===== src/rtl/hazard_controller.sv =====
// Pipeline sequencing controller: load-use and branch-operand stalls, IF/ID flush, ID/EX bubble, memory-wait freeze and halt.
// Optional statistics counters are compiled in when HAZARD_STATS_EN is defined.
module hazard_controller #(
    parameter int CNT_W = 32
) (
    input  logic       clk,
    input  logic       rst_n,
    input  logic [4:0] ID_rs,
    input  logic [4:0] ID_rt,
    input  logic       ID_use_rs,
    input  logic       ID_use_rt,
    input  logic       ID_branch,
    input  logic [4:0] EX_RW,
    input  logic       EX_regwe,
    input  logic       EX_memread,
    input  logic [4:0] MEM_RW,
    input  logic       MEM_memread,
    input  logic       branch_taken,
    input  logic       mem_busy,
    input  logic       halt,
    input  logic       resume,
    output logic       PC_en,
    output logic       IF_ID_en,
    output logic       ID_EX_en,
    output logic       EX_MEM_en,
    output logic       MEM_WB_en,
    output logic       IF_ID_flush,
    output logic       ID_EX_flush,
`ifdef HAZARD_STATS_EN
    output logic       halted,
    output logic [CNT_W-1:0] stall_cycles,
    output logic [CNT_W-1:0] bubble_count,
    output logic [CNT_W-1:0] flush_count
`else
    output logic       halted
`endif
);

    typedef enum logic [1:0] {
        RUN   = 2'd0,
        STALL = 2'd1,
        HALT  = 2'd2
    } state_t;

    state_t     state_r, state_nxt_s;
    logic [1:0] scnt_r, scnt_nxt_s;
    logic [1:0] haz_n_s;
    logic       ex_match_s, mem_match_s, stalling_s;

    if (CNT_W < 1) begin : g_cnt_w_check
        $error("hazard_controller: CNT_W must be at least 1");
    end

    // A register 0 destination never creates a dependency.
    function automatic logic reg_match(input logic [4:0] r, input logic [4:0] rs, input logic [4:0] rt,
                                       input logic use_rs, input logic use_rt);
        return (r != 5'd0) && ((use_rs && (rs == r)) || (use_rt && (rt == r)));
    endfunction

    // Hazard classification: number of stall cycles this ID instruction needs, first match wins.
    always_comb begin
        ex_match_s  = reg_match(EX_RW, ID_rs, ID_rt, ID_use_rs, ID_use_rt);
        mem_match_s = reg_match(MEM_RW, ID_rs, ID_rt, ID_use_rs, ID_use_rt);
        if (ID_branch && EX_memread && ex_match_s) begin
            haz_n_s = 2'd2;
        end else if (ID_branch && EX_regwe && ex_match_s) begin
            haz_n_s = 2'd1;
        end else if (ID_branch && MEM_memread && mem_match_s) begin
            haz_n_s = 2'd1;
        end else if (EX_memread && ex_match_s) begin
            haz_n_s = 2'd1;
        end else begin
            haz_n_s = 2'd0;
        end
    end

    // Next-state and output decode; reset forces the safe output pattern.
    always_comb begin
        state_nxt_s = state_r;
        scnt_nxt_s  = scnt_r;
        stalling_s  = 1'b0;
        PC_en       = 1'b0;
        IF_ID_en    = 1'b0;
        ID_EX_en    = 1'b0;
        EX_MEM_en   = 1'b0;
        MEM_WB_en   = 1'b0;
        IF_ID_flush = 1'b0;
        ID_EX_flush = 1'b0;
        halted      = 1'b0;
        case (state_r)
            HALT: begin
                halted = 1'b1;
                if (halt) begin
                    state_nxt_s = HALT;
                end else if (resume) begin
                    state_nxt_s = RUN;
                    scnt_nxt_s  = 2'd0;
                end else begin
                    state_nxt_s = HALT;
                end
            end
            RUN, STALL: begin
                // STALL with an exhausted counter re-evaluates as RUN.
                stalling_s = ((state_r == STALL) && (scnt_r != 2'd0)) || (haz_n_s != 2'd0);
                if (halt) begin
                    state_nxt_s = HALT;
                end else if (mem_busy) begin
                    state_nxt_s = state_r;
                end else if ((state_r == STALL) && (scnt_r != 2'd0)) begin
                    scnt_nxt_s  = scnt_r - 2'd1;
                    state_nxt_s = (scnt_r == 2'd1) ? RUN : STALL;
                end else if (haz_n_s == 2'd2) begin
                    state_nxt_s = STALL;
                    scnt_nxt_s  = 2'd1;
                end else begin
                    state_nxt_s = RUN;
                end
                if (mem_busy) begin
                    PC_en = 1'b0;
                end else if (stalling_s) begin
                    ID_EX_en    = 1'b1;
                    EX_MEM_en   = 1'b1;
                    MEM_WB_en   = 1'b1;
                    ID_EX_flush = 1'b1;
                end else begin
                    PC_en       = 1'b1;
                    IF_ID_en    = 1'b1;
                    ID_EX_en    = 1'b1;
                    EX_MEM_en   = 1'b1;
                    MEM_WB_en   = 1'b1;
                    IF_ID_flush = branch_taken;
                end
            end
            default: begin
                state_nxt_s = RUN;
                scnt_nxt_s  = 2'd0;
            end
        endcase
        if (!rst_n) begin
            PC_en       = 1'b0;
            IF_ID_en    = 1'b0;
            ID_EX_en    = 1'b0;
            EX_MEM_en   = 1'b0;
            MEM_WB_en   = 1'b0;
            IF_ID_flush = 1'b1;
            ID_EX_flush = 1'b1;
            halted      = 1'b0;
        end else begin
            halted = halted;
        end
    end

    // State and stall-counter registers.
    always_ff @(posedge clk) begin
        if (!rst_n) begin
            state_r <= RUN;
            scnt_r  <= 2'd0;
        end else begin
            state_r <= state_nxt_s;
            scnt_r  <= scnt_nxt_s;
        end
    end

`ifdef HAZARD_STATS_EN
    localparam logic [CNT_W-1:0] CNT_ONE = CNT_W'(1);
    localparam logic [CNT_W-1:0] CNT_MAX = {CNT_W{1'b1}};

    // Saturating event counters; reset cycles are not counted.
    always_ff @(posedge clk) begin
        if (!rst_n) begin
            stall_cycles <= '0;
            bubble_count <= '0;
            flush_count  <= '0;
        end else begin
            if (!PC_en && (stall_cycles != CNT_MAX)) begin
                stall_cycles <= stall_cycles + CNT_ONE;
            end
            if (ID_EX_flush && (bubble_count != CNT_MAX)) begin
                bubble_count <= bubble_count + CNT_ONE;
            end
            if (IF_ID_flush && (flush_count != CNT_MAX)) begin
                flush_count <= flush_count + CNT_ONE;
            end
        end
    end
`endif

endmodule


===== config.mk =====
export PLATFORM = sky130hd
export DESIGN_NAME = hazard_controller
export DESIGN_NICKNAME = d
export VERILOG_FILES = /design/src/rtl/hazard_controller.sv
export SDC_FILE = /design/constraint.sdc
export NUM_CORES = 1
export LEC_CHECK = 0
export ABC_CLOCK_PERIOD_IN_PS = 2000
export CAP_MARGIN = 20
export CORE_MARGIN = 2
export CORE_UTILIZATION = 23
export CTS_BUF_LIST = sky130_fd_sc_hd__clkbuf_16
export DETAILED_ROUTE_END_ITERATION = 8
export MAX_ROUTING_LAYER = met4
export PLACE_DENSITY = 0.6
export SLEW_MARGIN = 20
export SYNTH_ARGS = -nofsm -noshare
export SYNTH_HDL_FRONTEND = slang
export SYNTH_SLANG_ARGS = --single-unit

===== constraint.sdc =====
create_clock -name clk -period 2 [get_ports clk]
set_clock_uncertainty 0.15 [all_clocks]
set_input_delay 0.2 -clock clk [delete_from_list [all_inputs] [get_ports clk]]
set_output_delay 0.2 -clock clk [all_outputs]
set_load 0.02 [all_outputs]

# Word level (Yosys, flattened, before mapping)
# Index checks and enable logic that the tools add are counted.
[totals] ff_bits=4 out_inout_bits=8 elab_cells=77
[classes] add_sub_neg=1 n_eq_ne=14 mux=36 reduce_logical=24
[op_table] operator="1-bit 2-to-1 mux" n=23
[op_table] operator="2-bit 2-to-1 mux" n=11
[op_table] operator="5-bit == test" n=4
[op_table] operator="1-bit logical AND" n=14
[op_table] operator="5-bit nonzero test" n=2
[op_table] operator="2-bit != test (second input constant)" n=4
[op_table] operator="2-bit one-hot mux with 2 select lines" n=2
[op_table] operator="3-bit != test (second input constant)" n=2
[op_table] operator="5-bit AND reduction" n=1
[op_table] operator="2-bit by 1-bit == test with 1-bit output (second input constant)" n=2
[op_table] operator="2-bit == test (second input constant)" n=2
[op_table] operator="2-bit nonzero test" n=2
[op_table] operator="1-bit logical OR" n=3
[op_table] operator="2-bit zero test" n=1
[op_table] operator="2-bit OR reduction" n=1
[op_table] operator="2-bit by 1-bit subtractor with 2-bit output (second input constant)" n=1

# Longest topological paths before layout
# Gate-level depths: netlist of run 1.
[logic_depth] depth_word=15 depth_mapped=7 mapped_depth_nobuf=7

# Worst setup path before layout of run 1
# No wires, ideal clock.
[synth_timing] path_kind="in2out" start="input port EX_RW[1]" end="output port PC_en" t_arrival_ns=1.823 required_ns=1.650 setup_slack_ns=-0.173 cell_stages=5 n_path_buf=1 path_cell_list="or4_4 nor2_2 and3b_4 nor3_1 buf_4"
[synth_via] elab_chain_cells=15 word_cells_on_any_way=20 classes_between="eq/ne (2); mux (8); reduce/logical (10)"
[synth_lines] element="start, declared" line_no="13" source="input logic [4:0] EX_RW,"
[synth_lines] element="5-bit == test" line_no="57" source="return (r != 5'd0) && ((use_rs && (rs == r)) || (use_rt && (rt == r)));"
[synth_lines] element="1-bit logical AND" line_no="57"
[synth_lines] element="1-bit logical OR" line_no="57"
[synth_lines] element="1-bit logical AND (*)" line_no="57"
[synth_lines] element="1-bit logical AND" line_no="70" source="end else if (EX_memread && ex_match_s) begin"
[synth_lines] element="1-bit 2-to-1 mux" line_no="70"
[synth_lines] element="1-bit 2-to-1 mux" line_no="68" source="end else if (ID_branch && MEM_memread && mem_match_s) begin"
[synth_lines] element="1-bit 2-to-1 mux" line_no="66" source="end else if (ID_branch && EX_regwe && ex_match_s) begin"
[synth_lines] element="2-bit 2-to-1 mux (*)" line_no="64" source="if (ID_branch && EX_memread && ex_match_s) begin"
[synth_lines] element="2-bit nonzero test (*)" line_no="104" source="stalling_s = ((state_r == STALL) && (scnt_r != 2'd0)) || (haz_n_s != 2'd0);"
[synth_lines] element="1-bit logical OR (*)" line_no="104"
[synth_lines] element="1-bit 2-to-1 mux (*) (4 in a row)"
[synth_lines] element="end, declared" line_no="22" source="output logic PC_en,"
# Mark *: on every way between the ends. The rest lies on a longest branch, timed or not.

# Final worst setup path of run 1
[layout_timing] start="input port EX_RW[4]" end="output port ID_EX_flush"
[layout_via] elab_chain_cells=15 word_cells_on_any_way=20 classes_between="eq/ne (2); mux (8); reduce/logical (10)"
[layout_lines] element="5-bit == test" line_no="57"
[layout_lines] element="1-bit logical AND" line_no="57"
[layout_lines] element="1-bit logical OR" line_no="57"
[layout_lines] element="1-bit logical AND (*)" line_no="57"
[layout_lines] element="1-bit logical AND" line_no="70"
[layout_lines] element="1-bit 2-to-1 mux" line_no="70"
[layout_lines] element="1-bit 2-to-1 mux" line_no="68"
[layout_lines] element="1-bit 2-to-1 mux" line_no="66"
[layout_lines] element="2-bit 2-to-1 mux (*)" line_no="64"
[layout_lines] element="2-bit nonzero test (*)" line_no="104"
[layout_lines] element="1-bit logical OR (*)" line_no="104"
[layout_lines] element="1-bit 2-to-1 mux (*)" line_no="120" source="end else if (stalling_s) begin"
[layout_lines] element="1-bit 2-to-1 mux (*)" line_no="118" source="if (mem_busy) begin"
[layout_lines] element="1-bit 2-to-1 mux (*)" line_no="90" source="case (state_r)"
[layout_lines] element="1-bit 2-to-1 mux (*)" line_no="139" source="if (!rst_n) begin"
[layout_lines] element="end, declared" line_no="28" source="output logic ID_EX_flush,"
# Marks and branches as above.

==> impl_results.md, run 1 <==
* Most frequent cells in the layout: 31 x buf_4, 14 x dlygate4sd2_1, 11 x clkdlybuf4s50_1
* Syn. warnings at 0
* WS Path Type: input port to primary output
* Post-layout util at 49.5%
* Initial Util at 23.6%
* Drt via density at 4.71
* Bufs and invs on worst path at 2
* Largest net degree at the start of global routing at 9
* Die width at 56.5 µm
* Critical Path Max Stage Delay at 0.54 ns
* Reg2Reg Depth at 5
* Critical-path maximum fanout at 3
* Crit-path cells: buf_2 -> or4_4 -> nor2_4 -> and3b_4 -> o31a_1 -> buf_6
* Cts bufs inserted at 3
* Hpwl dp at 1.87 mm
* Total grt overflow at 0
* First-pass GRT wire length at 3.70 mm
* Hold Crit Depth at 2
* Via Count at 858
* Port buffer count at 39
* Fin worst setup slack at 0.0435 ns
* CTS sink cnt at 4
* Post-Place Setup Slack at -0.742 ns
* ANT nets after route at 0
* Power Density at 459 mW/mm²
* Post-DR wirelength/cell at 12.5 µm
* Crit path time final at 1.96 ns
* # rows at 19
* Crit-path leading delay family: simple AND/OR/NAND/NOR gates
* Register bit total from synthesis at 4
* Required time worst endpoint at 1.65 ns
* Design Area, Final at 0.00133 mm²
* Leading cell type in the layout, fill and taps excluded: buf_4
* Slew headroom at 78.8%
* Post-Place Cell Area at 0.00123 mm²
* Peak supply drop at 0.483 mV
* Synth unique cells at 34
* Arrival @ worst endpoint at 1.61 ns
* GP Congestion at 0.800
* Detailed-route wire length at 2.27 mm
* Net Count, Synth at 119
* Initial antenna violation count at 0
* Worst-margin pin slew at 0.314 ns
* Fill count at 278
* Layout cells sized above 1 at 34.4%
* Final layout net count at 187
* DRC at 0
* Antenna cells at 0
* Post-Syn Area per Cell at 7.45 µm²
* Syn Inst Count at 85
* Setup crit end kind: primary output
* Setup-failing EPs final at 0
* Clk buf depth at 2
* Number of global-route vias before repair at 897
* Drt initial violations at 19
* Core area at 0.00269 mm²
* Overall power at 0.000610 W
* Seq/Total Area, Yosys at 12.6%
* Critical Path Start Type: input port
* RSZ-0062 raised after global routing: false
* Final Hold Vio Count at 0
* Outcome: finished clean
* Hold WC Path Type: flip-flop to flip-flop
* Max-Cap Viols at 0
* Levels on crit path at 6
* Boundary pin count at 40
* Area of the mapped netlist at 633 µm²
* Final Max Slew Viols at 0
* Fmax achieved at 511 MHz
* Pleak at 0.618 nW
* Die extent in y at 56.5 µm
* CTS hold repair buffers at 0
* Worst-Skew Late Latency at 0.23 ns
* Clk slew on worst S/H paths at 0.03 ns
* Hold WS at 0.403 ns
* Final Cycle Share at 97.8%
* CTS tree: built
* Synthesis-to-finish area growth at 110%
* Root buffer cell: clkbuf_16
* Die area at 0.00319 mm²
* First-pass DRT Iterations at 4
* Max stage delay cell, worst path: or4_4
* Gr usage total at 15.0%
* H-tree depth at 1
[Yosys cell counts]
library cell	number	area (µm²)
xor2_1	8	70.1
nand3_1	1	5.00
a21oi_1	5	25.0
clkbuf_1	1	3.75
nand2b_1	1	6.26
o22ai_1	1	6.26
nor3_1	2	10.0
o31ai_2	1	12.5
or4_1	1	7.51
nor2_2	1	6.26
o211ai_2	1	12.5
a32oi_1	1	8.76
nand2_1	6	22.5
a22o_1	1	8.76
ha_1	2	25.0
inv_1	6	22.5
o41ai_1	1	8.76
dfxtp_1	4	80.1
o31a_1	1	8.76
nor4_1	2	12.5
o21ai_1	1	5.00
and3b_4	1	12.5
or3_1	2	12.5
o21ai_0	2	10.0
buf_4	3	22.5
nor2_1	5	18.8
o31ai_1	2	15.0
xnor2_1	12	105
nand4_1	3	18.8
nor2b_1	2	12.5
a211oi_1	1	7.51
a31oi_1	1	6.26
and2_1	2	12.5
or4_4	1	11.3
[power by group]
group | switching [W] | leakage [nW] | total [W] | internal (W)
Sequential | 0.00000144 | 0.0325 | 0.0000832 | 0.0000818
Clock | 0.0000617 | 0.0370 | 0.000318 | 0.000256
Combinational | 0.0000898 | 0.548 | 0.000209 | 0.000119
Total | 0.000153 | 0.618 | 0.000610 | 0.000457
[stage by stage]
| stage | instances | TNS (ns) |
|---|---|---|
| after detailed placement | 176 | -3.06 |
| after global placement | 176 | -2.90 |
| after global routing | 182 | 0 |
| after floorplan | 85 | 0 |
| final | 182 | 0 |
| after CTS | 182 | 0 |
[worst register-to-register path: stages, from the launching register on]
cell	delay, ns
dfxtp_1	0.33
buf_4	0.17
or3_1	0.40
and2_1	0.20
o31ai_1	0.21
a22o_1	0.17
[cell families (layout without fill, tap and decap cells)]
logic type               after synthesis  in the layout  synth area share, %
flip-flops                             4              4                 12.6
adder cells (fa/ha/maj)                2              2                 3.95
AND/OR/NAND/NOR                       30             30                 26.7
buffers and inverters                 10             76                 7.71
XOR/XNOR                              20             20                 27.7
AO/OA/AOI/OAI                         19             19                 21.3
[registers in the layout (all words and copies together), names as in the netlist]
signal,count
scnt_r,2
state_r,2
[layer usage]
| layer | vias up | GRT usage, % | part of all wire (%) |
|---|---|---|---|
| li1 | 433 | - | - |
| met1 | 378 | 16.1 | 41 |
| met2 | 40 | 27.1 | 51 |
| met3 | 7 | 2.53 | 6.4 |
| met4 | 0 | 6.12 | 2.0 |
| met5 | - | - | 0 |
[worst paths after layout]
kind / startpoint / to / slack (ns)
worst min-delay path: state_r[0] / state_r[1] / 0.40
worst min register to register: state_r[0] / state_r[1] / 0.40
worst max-delay path: EX_RW[4] / ID_EX_flush / 0.04
worst max register to register: state_r[1] / scnt_r[1] / 0.32
[area by class of cell]
class	count	area [µm²]	share of cell area (%)
Clock buffer	3	75.1	5.64
Inverter	6	22.5	1.69
Multi-Input combinational cell	71	551	41.4
Sequential cell	4	80.1	6.02
Tap cell	31	38.8	2.92
Timing Repair Buffer	67	563	42.3
[timing repair]
item	CTS	global route
pin swaps	14	11
endpoints found under the hold margin	0	0
setup buffers	3	0
gates resized for setup	59	9
endpoints found under the setup margin	8	5
cloned	0	0
(Power assumes the default switching activity.)
==> run 2: changes to the inputs <==
--- a/config.mk
+++ b/config.mk
@@ -9,3 +9,2 @@
 export CAP_MARGIN = 20
-export CORE_MARGIN = 2
 export CORE_UTILIZATION = 23
@@ -13,2 +12,3 @@
 export DETAILED_ROUTE_END_ITERATION = 8
+export GPL_ROUTABILITY_DRIVEN = 0
 export MAX_ROUTING_LAYER = met4
--- a/constraint.sdc
+++ b/constraint.sdc
@@ -4,2 +4,2 @@
 set_output_delay 0.2 -clock clk [all_outputs]
-set_load 0.02 [all_outputs]
+set_load 0.005 [all_outputs]
==> impl_results.md, run 2 (synthesis results as in run 1) <==
* Peak supply drop at 0.616 mV (+27%)
* Hold EP: state_r[0]
* Final Hold Vio Count at 0 (unchanged)
* Top flop regs: scnt_r (2), state_r (2)
* Max-Cap Viols at 0 (unchanged)
* Final Max Slew Viols at 0 (unchanged)
* Initial antenna violation count at 0 (unchanged)
* Detailed-route wire length at 2.30 mm (+1.2%)
* DRC at 0 (unchanged)
* Non-filler cells, final at 180 (-1.1%)
* Number of global-route vias before repair at 865 (-3.6%)
* Crit path time final at 1.99 ns (+0.0358 ns)
* Clk buf depth at 2 (unchanged)
* WS Path Type: input port to primary output
* ANT nets after route at 0 (unchanged)
* Outcome: finished clean
* Synthesis-to-finish area growth at 111%
* Worst-Skew Late Latency at 0.22 ns (about the same)
* Core area at 0.00254 mm² (-5.3%)
* First-pass DRT Iterations at 4 (unchanged)
* Drt via density at 4.72 (about the same)
* RR Startpoint: state_r[1]
* Reg2Reg Depth at 5 (unchanged)
* Hold Crit Depth at 3 (+1)
* RSZ-0062 raised after global routing: true
* Fill count at 258 (-7.2%)
* # rows at 18 (-1)
* Hpwl dp at 1.85 mm (-1.4%)
* Port buffer count at 39 (unchanged)
* Placed insts at 171 (-2.8%)
* Final layout net count at 186 (-0.53%)
* Max stage delay cell, worst path: or4_4
* Die area at 0.00297 mm² (-7.0%)
* Via Count at 849 (-1.0%)
* Hold path startpoint: mem_busy
* Hold WC Path Type: input port to flip-flop
* Setup-failing EPs final at 0 (unchanged)
* Power Density at 450 mW/mm² (-1.9%)
* Fmax achieved at 502 MHz (-1.8%)
* Leading cell type in the layout, fill and taps excluded: buf_4
* Critical Path Max Stage Delay at 0.50 ns (-0.04 ns)
* Clk slew on worst S/H paths at 0.03 ns (about the same)
* Post-Place Cell Area at 0.00119 mm² (-3.0%)
* First-pass GRT wire length at 3.48 mm (-5.8%)
* Fin worst setup slack at 0.00773 ns (-0.0358 ns)
* Die extent in y at 54.5 µm (-3.5%)
* CTS hold repair buffers at 0 (unchanged)
* Drt initial violations at 12 (-7)
* CTS tree: built
* H-tree depth at 1 (unchanged)
* Antenna cells at 0 (unchanged)
* Critical-path maximum fanout at 3 (unchanged)
* Worst-margin pin slew at 0.325 ns (+0.0103 ns)
* Root buffer cell: clkbuf_16
* Required time worst endpoint at 1.65 ns (about the same)
* Post-Place Setup Slack at -0.664 ns (+0.0788 ns)
* Final Cycle Share at 99.6% (+1.8 points)
* Slew headroom at 78.1% (-0.69 points)
* Boundary pin count at 40 (unchanged)
* Largest net degree at the start of global routing at 9 (unchanged)
* Pleak at 0.576 nW (-6.7%)
* Gr usage total at 16.8% (+1.8 points)
* Reg-to-reg endpoint: scnt_r[1]
* Total grt overflow at 0 (unchanged)
* Die width at 54.5 µm (-3.5%)
* Design Area, Final at 0.00134 mm² (+0.38%)
* Cts bufs inserted at 3 (unchanged)
* Post-layout util at 52.5% (+2.9 points)
* Arrival @ worst endpoint at 1.64 ns (+0.03 ns)
* Critical Path Start Type: input port
* Post-DR wirelength/cell at 12.8 µm (+2.4%)
* Layout cells sized above 1 at 36.0% (+1.6 points)
* R2R setup slack at 0.32 ns (about the same)
* Fin Setup TNS at 0 ns (unchanged)
* CTS sink cnt at 4 (unchanged)
* Most frequent cells in the layout: 27 x buf_4, 13 x clkdlybuf4s50_1, 12 x xnor2_1
* Initial Util at 24.9% (+1.3 points)
* Crit-path cells: clkdlybuf4s15_2 -> or4_4 -> nor2_4 -> and3b_4 -> o31a_1 -> buf_2
* Setup crit end kind: primary output
run 2: per-layer routing:
metal	routed length, µm	vias to the layer above	global-route usage [%]
met5	0	-	-
met4	0	0	5.98
met3	103	0	0.833
met2	1240	32	32.3
met1	959	385	18.0
li1	-	432	-
run 2: layout make-up:
cell class / count / area (µm²) / area share (%)
Multi-Input combinational cell: 71 / 578 / 43.3
Timing Repair Buffer: 66 / 538 / 40.3
Sequential cell: 4 / 83.8 / 6.28
Clock buffer: 3 / 75.1 / 5.62
Tap cell: 30 / 37.5 / 2.81
Inverter: 6 / 22.5 / 1.69
run 2: timing repair:
action	4_1_cts	5_1_grt
buffers inserted	6	0
pin swaps	14	9
resized for setup	53	18
endpoints found under the setup margin	5	4
run 2: where the power goes:
| part | switching, W | internal, W | total [W] |
|---|---|---|---|
| Clock | 0.0000552 | 0.000255 | 0.000310 |
| Combinational | 0.0000865 | 0.000120 | 0.000207 |
| Sequential | 0.00000211 | 0.0000815 | 0.0000836 |
run 2: how the worst max path moves through the flow:
stage	start	endpoint	slack, ns	cells past startpoint
finish	EX_RW[3]	ID_EX_flush	0.008	6
global route	ID_rs[1]	ID_EX_flush	-0.03	7
CTS	MEM_RW[1]	ID_EX_flush	0.002	6
detailed placement	EX_RW[1]	PC_en	-0.66	6
global placement	EX_RW[1]	PC_en	-0.63	6
floorplan	EX_RW[1]	PC_en	0.22	5
run 2: through the flow:
step	power, W	hold WS, ns
6_report	0.000601	0.352
4_1_cts	0.000600	0.307
3_3_place_gp	0.000282	0.361
2_1_floorplan	0.000152	0.153
3_5_place_dp	0.000284	0.354
5_1_grt	0.000633	0.358
run 2: critical path: cells and delay by family:
family | cells | cell delay [ns]
buffers and inverters | 2 | 0.33
and+or+nand+nor | 3 | 0.85
AOI/OAI and AO/OA | 1 | 0.27
==> patch (settings of run 2) <==
Put a register stage on the output `EX_MEM_en`. The value now appears one clock later. The other outputs are not delayed to match.
--- a/src/rtl/hazard_controller.sv
+++ b/src/rtl/hazard_controller.sv
@@ -44,2 +44,4 @@
 
+    logic EX_MEM_en_d;
+
     state_t     state_r, state_nxt_s;
@@ -84,3 +86,3 @@
         ID_EX_en    = 1'b0;
-        EX_MEM_en   = 1'b0;
+        EX_MEM_en_d = 1'b0;
         MEM_WB_en   = 1'b0;
@@ -121,3 +123,3 @@
                     ID_EX_en    = 1'b1;
-                    EX_MEM_en   = 1'b1;
+                    EX_MEM_en_d = 1'b1;
                     MEM_WB_en   = 1'b1;
@@ -128,3 +130,3 @@
                     ID_EX_en    = 1'b1;
-                    EX_MEM_en   = 1'b1;
+                    EX_MEM_en_d = 1'b1;
                     MEM_WB_en   = 1'b1;
@@ -142,3 +144,3 @@
             ID_EX_en    = 1'b0;
-            EX_MEM_en   = 1'b0;
+            EX_MEM_en_d = 1'b0;
             MEM_WB_en   = 1'b0;
@@ -187,2 +189,6 @@
 
+    always_ff @(posedge clk) begin
+        EX_MEM_en <= EX_MEM_en_d;
+    end
+
 endmodule
Function: changed (Yosys sat finds a counterexample within 4 cycles, from zero or initial values and one cycle with rst_n low).
==> patch against run 2 <==
  * Worst setup slack better by 0.052 ns
  * Global-route usage decreased by 1.6 points
  * Wire length decreased by 0.83%
  * First-iteration DRC count increased by 17%
  * Largest cell class unchanged
  * Sequential cell count rose by 1
  * Critical path depth increased by 2
  * Area after synthesis is 6.1% higher
  * Non-clock buffer count fell by 6
  * Final area decreased by 2.4%
  * Total power is 2.5% higher
==> patch: results (changes against run 2) <==
status:
  run_status: "completed"  # unchanged
worst_hold_path:
  hold_class: "flip-flop to flip-flop"  # was primary input to flip-flop
  hold_end: "scnt_r[0]"  # was state_r[0]
  hold_depth: 2  # was 3
route:
  routed-wl-met3_um: 147  # was 103 um
  wl_met1_mm: 1.10  # was 959 um
  first_iter_violations: 14  # was 12
  maxUsedRoutingLayer: "met4"  # was met3
  num_vias: 869  # was 849
  drt_wl_total_mm: 2.28  # was 2.30 mm
  wire_per_inst_um: 12.9  # was 12.8 um
place:
  placedCellCount: 167  # was 171
  hpwlAfterDp_mm: 1.77  # was 1.85 mm
synth:
  yosysSeqAreaShare: 0.149  # was 0.126
  yosys_warnings: 0  # unchanged
  avgSynthCellArea_um2: 7.90  # was 7.45 um2
  synth_fa_ha_area_frac: 0.0372  # was 0.0395
  synthTopCellsByCount: "xnor2_1, xor2_1, nand2_1, nor3_1"  # was xnor2_1, xor2_1, inv_1, nand2_1
  synth_cell_types: 38  # was 34
  synth.area.top_cells: "xnor2_1, dfxtp_1, xor2_1"  # unchanged
  synth_compound_area_frac: 0.261  # was 0.213
  synth_xor_area_frac: 0.261  # was 0.277
global_route:
  grt_start_max_net_pins: 11  # was 9
  antenna_found_initial: 0  # unchanged
  grt_pass1_wl_mm: 3.71  # was 3.48 mm
  gr-usage-all-layers: 0.152  # was 0.168
  grt_pass1_vias: 823  # was 865
critical_path:
  worstPathArrival_ns: 1.59  # was 1.64 ns
  rr_worst_depth: 4  # was 5
  r2r_end: "scnt_r[0]"  # was scnt_r[1]
  rrSetupSlack_ns: 0.36  # was 0.32 ns
timing:
  tightest_slew_ns: 0.344  # was 0.325 ns
clock_network:
  clk-insertion-delay-late_ns: 0.22  # about the same
pwr:
  ir_drop_mv: 0.731  # was 0.616 mV
  leakagePower_nw: 0.554  # was 0.576 nW
layout:
  nets: 181  # was 186
  fill_cells: 275  # was 258
  layout-drive-gt1-share: 0.342  # was 0.360
  largest_registers: "scnt_r x2, state_r x2, EX_MEM_en x1"  # was scnt_r x2, state_r x2
[patch: cell count changes after synthesis, sizes merged, moves of 2 or more]
| cell | change |
|---|---|
| nor2 | -2 |
| o21ai | -2 |
| nor3 | +4 |
| a21oi | -2 |
| or3 | -2 |
[patch: kinds of logic (layout without fill, tap and decap cells)]
group | count (synthesis) | in the layout
AOI/OAI and AO/OA | 21 | 21
xor gates and xnor gates | 20 | 20
adders and majority gates | 2 | 2
buffers and inverters | 9 | 70
DFF | 5 | 5
and+or+nand+nor | 28 | 28
[patch: how the worst max path moves through the flow]
stage,endpoint,cells past startpoint,from
floorplan,PC_en,5,MEM_RW[1]
global placement,IF_ID_flush,8,EX_RW[2]
detailed placement,IF_ID_en,6,MEM_RW[3]
CTS,PC_en,8,EX_RW[2]
global route,IF_ID_flush,8,ID_rt[4]
finish,IF_ID_flush,8,ID_rt[4]
[patch: final cells by class]
class	instances	area [um2]	share of cell area
clock buffer	3	75.1	0.0576
inverter	6	22.5	0.0173
clock inverter	1	3.75	0.00288
sequential	5	101	0.0778
tap	31	38.8	0.0298
timing repair buffer	60	489	0.376
multi-input combinational	71	572	0.439
[patch: worst max-delay path, cell delays in order]
cell	delay, ns
dlygate4sd2_1	0.26
xor2_1	0.17
nor4_2	0.26
a32oi_2	0.16
o22ai_2	0.22
buf_4	0.14
o31ai_2	0.05
buf_2	0.12
[patch: what timing repair did]
action	CTS	global route
pin swaps	13	15
endpoints found under the setup margin	4	5
hold buffers	0	0
gates resized for setup	47	21
setup buffers	4	2
[patch: stage by stage]
| step | worst slack, ns | hold slack [ns] | cell area [um2] |
|---|---|---|---|
| after floorplan | 0.228 | 0.129 | 672 |
| after global placement | -0.596 | 0.334 | 1190 |
| after detailed placement | -0.694 | 0.342 | 1190 |
| after CTS | 0.00200 | 0.358 | 1260 |
| after global routing | -0.0270 | 0.402 | 1300 |
| final | 0.0597 | 0.349 | 1300 |
[patch: power breakdown]
| group | internal [mW] | switching (mW) | leakage (nW) |
|---|---|---|---|
| combinational | 0.108 | 0.0803 | 0.471 |
| clock | 0.259 | 0.0617 | 0.0423 |
| sequential | 0.103 | 0.00400 | 0.0410 |
[patch: routing by layer]
metal / global-route usage / vias to the layer above
li1: - / 438
met1: 0.195 / 390
met2: 0.240 / 37
met3: 0.0558 / 4
met4: 0.0105 / 0
met5: - / -
